### config.mk
export PLATFORM = sky130hd
export DESIGN_NAME = nou_in_arbiter_unit
export DESIGN_NICKNAME = d
export VERILOG_FILES = /design/src/rtl/nou_noc_pkg.sv /design/src/rtl/nou_rr_arbiter.sv /design/src/rtl/nou_in_arbiter_unit.sv
export SDC_FILE = /design/constraint.sdc
export NUM_CORES = 1
export LEC_CHECK = 0
export BUFFER_PORTS_ARGS = -buffer_cell sky130_fd_sc_hd__buf_2
export CORE_MARGIN = 2
export CORE_UTILIZATION = 25
export DETAILED_ROUTE_END_ITERATION = 6
export GPL_TIMING_DRIVEN = 0
export PLACE_DENSITY = 0.53
export SLEW_MARGIN = 20
export SYNTH_ARGS = -nofsm -noshare
export SYNTH_HDL_FRONTEND = slang
export SYNTH_SLANG_ARGS = --single-unit
### constraint.sdc
create_clock -name clk -period 6.4 [get_ports clk]
set_input_delay 0.64 -clock clk [delete_from_list [all_inputs] [get_ports clk]]
set_output_delay 0.64 -clock clk [all_outputs]
set_load 0.02 [all_outputs]
### src/rtl/nou_noc_pkg.sv
// Shared NOU/NoC definitions: flit layout {tid, type, data} used by both the
// inject-side arbiter and the egress interface that unpacks flits.
`ifndef TID_WIDTH
`define TID_WIDTH 4
`endif
`ifndef TYPE_WIDTH
`define TYPE_WIDTH 4
`endif
`ifndef DAT_DAT_WIDTH
`define DAT_DAT_WIDTH 8
`endif
`ifndef DATA_WIDTH
`define DATA_WIDTH 16
`endif

package nou_noc_pkg;

  localparam int TID_W  = `TID_WIDTH;
  localparam int TYPE_W = `TYPE_WIDTH;
  localparam int DAT_W  = `DAT_DAT_WIDTH;
  localparam int FLIT_W = TID_W + TYPE_W + DAT_W;

  localparam int DATA_LSB = 0;
  localparam int TYPE_LSB = DAT_W;
  localparam int TID_LSB  = DAT_W + TYPE_W;

  typedef struct packed {
    logic [TID_W-1:0]  tid;
    logic [TYPE_W-1:0] typ;
    logic [DAT_W-1:0]  data;
  } flit_t;

  function automatic flit_t pack_flit(input logic [TID_W-1:0] tid,
                                      input logic [TYPE_W-1:0] typ,
                                      input logic [DAT_W-1:0] data);
    flit_t f;
    f.tid  = tid;
    f.typ  = typ;
    f.data = data;
    return f;
  endfunction

endpackage

### src/rtl/nou_rr_arbiter.sv
// Round-robin arbiter: searches requests starting at r_ptr; the pointer moves
// past the winner only when the grant is consumed (advance).
module nou_rr_arbiter
  import nou_noc_pkg::*;
#(
  parameter int N = 4
) (
  input  logic                 clk,
  input  logic                 rst,
  input  logic [N-1:0]         req,
  input  logic                 advance,
  output logic [N-1:0]         gnt,
  output logic [$clog2(N)-1:0] gnt_id
);

  localparam int IW = $clog2(N);

  logic [IW-1:0] r_ptr;
  logic [IW:0]   w_idx;
  logic [IW-1:0] w_id;
  logic          w_found;

  // Rotating priority search, wrapping modulo N
  always_comb begin
    w_found = 1'b0;
    w_id    = {IW{1'b0}};
    w_idx   = {(IW+1){1'b0}};
    for (int k = 0; k < N; k++) begin
      w_idx = {1'b0, r_ptr} + (IW+1)'(k);
      if (w_idx >= (IW+1)'(N)) begin
        w_idx = w_idx - (IW+1)'(N);
      end else begin
        w_idx = w_idx;
      end
      if (!w_found && req[w_idx[IW-1:0]]) begin
        w_found = 1'b1;
        w_id    = w_idx[IW-1:0];
      end else begin
        w_found = w_found;
      end
    end
    if (w_found) begin
      gnt = {{(N-1){1'b0}}, 1'b1} << w_id;
    end else begin
      gnt = {N{1'b0}};
    end
    gnt_id = w_id;
  end

  // Pointer update: only a completed transfer rotates priority
  always_ff @(posedge clk) begin
    if (rst) begin
      r_ptr <= {IW{1'b0}};
    end else if (advance) begin
      if (w_id == IW'(N-1)) begin
        r_ptr <= {IW{1'b0}};
      end else begin
        r_ptr <= w_id + {{(IW-1){1'b0}}, 1'b1};
      end
    end else begin
      r_ptr <= r_ptr;
    end
  end

endmodule

### src/rtl/nou_in_arbiter_unit.sv
// NOU injection arbiter: round-robin shares one credit-flow-controlled router
// input among NUM_REQ valid/ready requesters, registering one flit per transfer.
module nou_in_arbiter_unit
  import nou_noc_pkg::*;
#(
  parameter int NUM_REQ   = 4,
  parameter int WIDTH     = `DATA_WIDTH,
  parameter int DAT_WIDTH = `DAT_DAT_WIDTH,
  parameter int CREDITS   = 4,
  parameter int CW        = $clog2(CREDITS + 1)
) (
  input  logic                              clk,
  input  logic                              rst,
  input  logic [NUM_REQ-1:0][TID_W-1:0]     nou_noiu_tid,
  input  logic [NUM_REQ-1:0][TYPE_W-1:0]    nou_noiu_type,
  input  logic [NUM_REQ-1:0][DAT_WIDTH-1:0] nou_noiu_data,
  input  logic [NUM_REQ-1:0]                nou_noiu_valid,
  output logic [NUM_REQ-1:0]                noiu_nou_ready,
  output logic [WIDTH-1:0]                  noiu_router_data,
  output logic                              noiu_router_valid,
  input  logic                              router_noiu_yummy,
  output logic [CW-1:0]                     noiu_credit_cnt,
  output logic                              noiu_credit_err
);

  localparam int IW = $clog2(NUM_REQ);

  logic [NUM_REQ-1:0] w_gnt;
  logic [IW-1:0]      w_gnt_id;
  logic               w_can_send;
  logic               w_transfer;
  logic [WIDTH-1:0]   w_flit;

  logic [CW-1:0]      r_credit_cnt;
  logic               r_credit_err;
  logic               r_valid;
  logic [WIDTH-1:0]   r_data;

  nou_rr_arbiter #(.N(NUM_REQ)) u_rr (
    .clk     (clk),
    .rst     (rst),
    .req     (nou_noiu_valid),
    .advance (w_transfer),
    .gnt     (w_gnt),
    .gnt_id  (w_gnt_id)
  );

  // Ready depends only on registered credits, never on this cycle's yummy
  always_comb begin
    w_can_send     = (r_credit_cnt != CW'(0)) && !rst;
    noiu_nou_ready = w_gnt & {NUM_REQ{w_can_send}};
    w_transfer     = |(nou_noiu_valid & noiu_nou_ready);
    w_flit         = {nou_noiu_tid[w_gnt_id], nou_noiu_type[w_gnt_id],
                      nou_noiu_data[w_gnt_id]};
  end

  // Output flit register and credit bookkeeping
  always_ff @(posedge clk) begin
    if (rst) begin
      r_valid      <= 1'b0;
      r_data       <= {WIDTH{1'b0}};
      r_credit_cnt <= CW'(CREDITS);
      r_credit_err <= 1'b0;
    end else begin
      r_valid <= w_transfer;
      if (w_transfer) begin
        r_data <= w_flit;
      end else begin
        r_data <= r_data;
      end
      case ({w_transfer, router_noiu_yummy})
        2'b10: r_credit_cnt <= r_credit_cnt - CW'(1);
        2'b01: begin
          if (r_credit_cnt == CW'(CREDITS)) begin
            r_credit_err <= 1'b1;
          end else begin
            r_credit_cnt <= r_credit_cnt + CW'(1);
          end
        end
        default: r_credit_cnt <= r_credit_cnt;
      endcase
    end
  end

  assign noiu_router_valid = r_valid;
  assign noiu_router_data  = r_data;
  assign noiu_credit_cnt   = r_credit_cnt;
  assign noiu_credit_err   = r_credit_err;

endmodule

==> results.toml <==
[outcome]
outcome = "completed"

[routing]
dr.first_iter.drc_count = 54
vias_per_cell = 4.88
antenna_left = 0
wirelength_um = 5690
dr_total_vias = 1941
wl_per_cell_um = 14.3
drc_errors = 0
first_pass_iters = 4

[yosys]
avgSynthCellArea_um2 = 7.16
ys_warn_count = 0
synthTopCellsByArea = "dfxtp_1 (29%), nand2_1 (16%), nand3_1 (10%)"
netlist_instances = 223
ys_seq_elements = 23
synth_most_common_cell = "nand2_1"
yosysSeqAreaShare = 0.288
yosys.area.top_type_share = 0.288
synthesis.nets = 296
synth_edf_count = 0
synth_area_mm2 = 0.00160
ys_top_cells_by_count = "nand2_1 (68), nand3_1 (33), dfxtp_1 (23)"
yosysTopAreaCell = "dfxtp_1"
async_flop_share = 0
ys.flop_type = "dfxtp_1"
synthDistinctLibCells = 43

[power_and_ir_drop]
vdd_drop_max_mv = 0.133
comb_power_share = 0.562
p_int_uw = 401
finalPower_uw = 729
power.density_mw_per_mm2 = 329
p_leak_nw = 1.08
pwr-share-seq = 0.305
switching_share = 0.450
power_switching_uw = 328
power_frac_clock = 0.133

[cts]
cts_tree = "yes"
clockBufferDepth = 2
htree_levels = 1
clk_pin_slew_ns = 0.09
insertion_delay_ns = 0.27
numCtsBuffers = 3
root_buffer = "clkbuf_8"
postCtsSetupBuffers = 0
cts.sinks = 23
holdBufCountCts = 0
post_cts_resized = 0

[timing]
worst_pin_slew_ns = 0.584
hold_viol = 0
relSlewSlack = 0.609
skew_ns = 0.00693
fin_ws_ns = 2.49
period_share = 0.611
setup_viol_count_final = 0
period_needed_ns = 3.91
slew_viol_final = 0
setup-tns-final_ns = 0
rsz0062_at_grt = "false"
fmax_mhz = 256

[floorplan]
num_rows = 29
chipWidth_um = 83.9
initial_utilization = 0.254
dieArea_mm2 = 0.00704
fp.dieH_um = 83.9
coreArea_mm2 = 0.00628
ios = 96

[final_layout]
fillers = 726
syn_to_final_growth_pct = 38.6
drive_gt1_frac = 0.374
register_area_um2 = 460
n_antenna_cell = 0
multi_input_area_mm2 = 0.00104
final_nets = 395
utilization = 0.352

[global_route]
grt_max_degree = 15
grt_pass1_wl_um = 9380
antenna_found_initial = 0
gr-total-overflow = 0
grt_usage = 0.166
grt_pass1_vias = 2026

[placement]
place.gp.congestion = 0.819
post-place-ws_ns = 2.20
place_hpwl_um = 4330
io_buffers = 94

[critical_path]
cp_data_arrival_time_ns = 4.08
critPathLaunchType = "primary input"
path_class = "primary input to flop"
cp_max_fo = 10
required_ns = 6.57
cp-end-kind = "flop"

[min_path]
hp-class = "flop to flop"

[flow_run]
cap_violations = 0
## final cells by class
type | instances | area share
Multi-Input combinational cell | 179 | 0.469
Timing Repair Buffer | 94 | 0.213
Sequential cell | 23 | 0.208
Tap cell | 77 | 0.0436
Buffer | 16 | 0.0345
Clock buffer | 3 | 0.0187
Inverter | 5 | 0.00962
Clock inverter | 1 | 0.00339
## power by group through the flow
| stage | Clock [mW] | Sequential (mW) | Combinational [mW] |
|---|---|---|---|
| global placement | 0 | 0.224 | 0.411 |
| detailed placement | 0 | 0.226 | 0.414 |
| global route | 0.109 | 0.230 | 0.453 |
| CTS | 0.105 | 0.222 | 0.415 |
| finish | 0.0973 | 0.222 | 0.410 |
| floorplan | 0 | 0.281 | 0.221 |
## metal layers
layer | global-route usage | part of all wire | up-vias
met5 | 0 | 0 | -
met4 | 0.0293 | 0.0076 | 0
met3 | 0.0465 | 0.065 | 4
met2 | 0.303 | 0.49 | 68
met1 | 0.194 | 0.44 | 892
li1 | - | - | 977
## through the flow
step,std cells,hold WS (ns),area (um^2)
global route,398,0.545,2210
global placement,394,0.450,2160
finish,398,0.487,2210
detailed placement,394,0.476,2160
floorplan,223,0.450,1600
CTS,398,0.498,2210
## placed cells by master, fill, tap and decap left out, types with 3 or more instances in the layout
cell type  instances
nor2_1             9
clkbuf_8           3
clkbuf_1           6
nor3b_1           17
nor2b_1            4
dfxtp_1           23
buf_2            101
inv_1              3
nand3_1           33
nand2_1           68
a31o_2             5
a31o_1            11
## registers in the layout, summed over array words and instances, names as in the netlist
register / count
noiu_router_data: 16
noiu_credit_err: 1
u_rr.r_ptr: 2
noiu_credit_cnt: 3
noiu_router_valid: 1
## kinds of logic (layout without fill, tap and decap cells)
kind of cell	count (synthesis)	in the layout	share of synthesized area
and+or+nand+nor	145	145	0.450
AOI/OAI and AO/OA	29	29	0.161
DFF	23	23	0.288
buffers and inverters	21	119	0.0611
muxes	3	3	0.0196
adders and majority gates	2	2	0.0204
## path summary, 6_finish.rpt
| kind | from | end | slack [ns] | cells after the start |
|---|---|---|---|---|
| max | nou_noiu_valid[2] | noiu_credit_cnt[2]$_SDFFE_PP1P_ | 2.49 | 18 |
| min | noiu_credit_err$_SDFFE_PP0P_ | noiu_credit_err$_SDFFE_PP0P_ | 0.49 | 2 |
| max reg2reg | u_rr.r_ptr[0]$_SDFFE_PP0P_ | noiu_credit_cnt[2]$_SDFFE_PP1P_ | 2.68 | 16 |
| min reg2reg | noiu_credit_err$_SDFFE_PP0P_ | noiu_credit_err$_SDFFE_PP0P_ | 0.49 | 2 |
## critical path, stage by stage
cell      delay [ns]
buf_2           0.11
nor2b_2         0.15
a21boi_1        0.13
o32ai_2         0.31
inv_1           0.11
buf_2           0.20
buf_1           0.27
ha_1            0.28
nand2_1         0.08
o21ai_2         0.09
o21bai_4        0.24
nand2_1         0.10
fa_1            0.40
inv_1           0.10
a211o_1         0.09
o41ai_1         0.07
or4_1           0.51
a21o_1          0.19
Power figures use the tool's default switching activity.
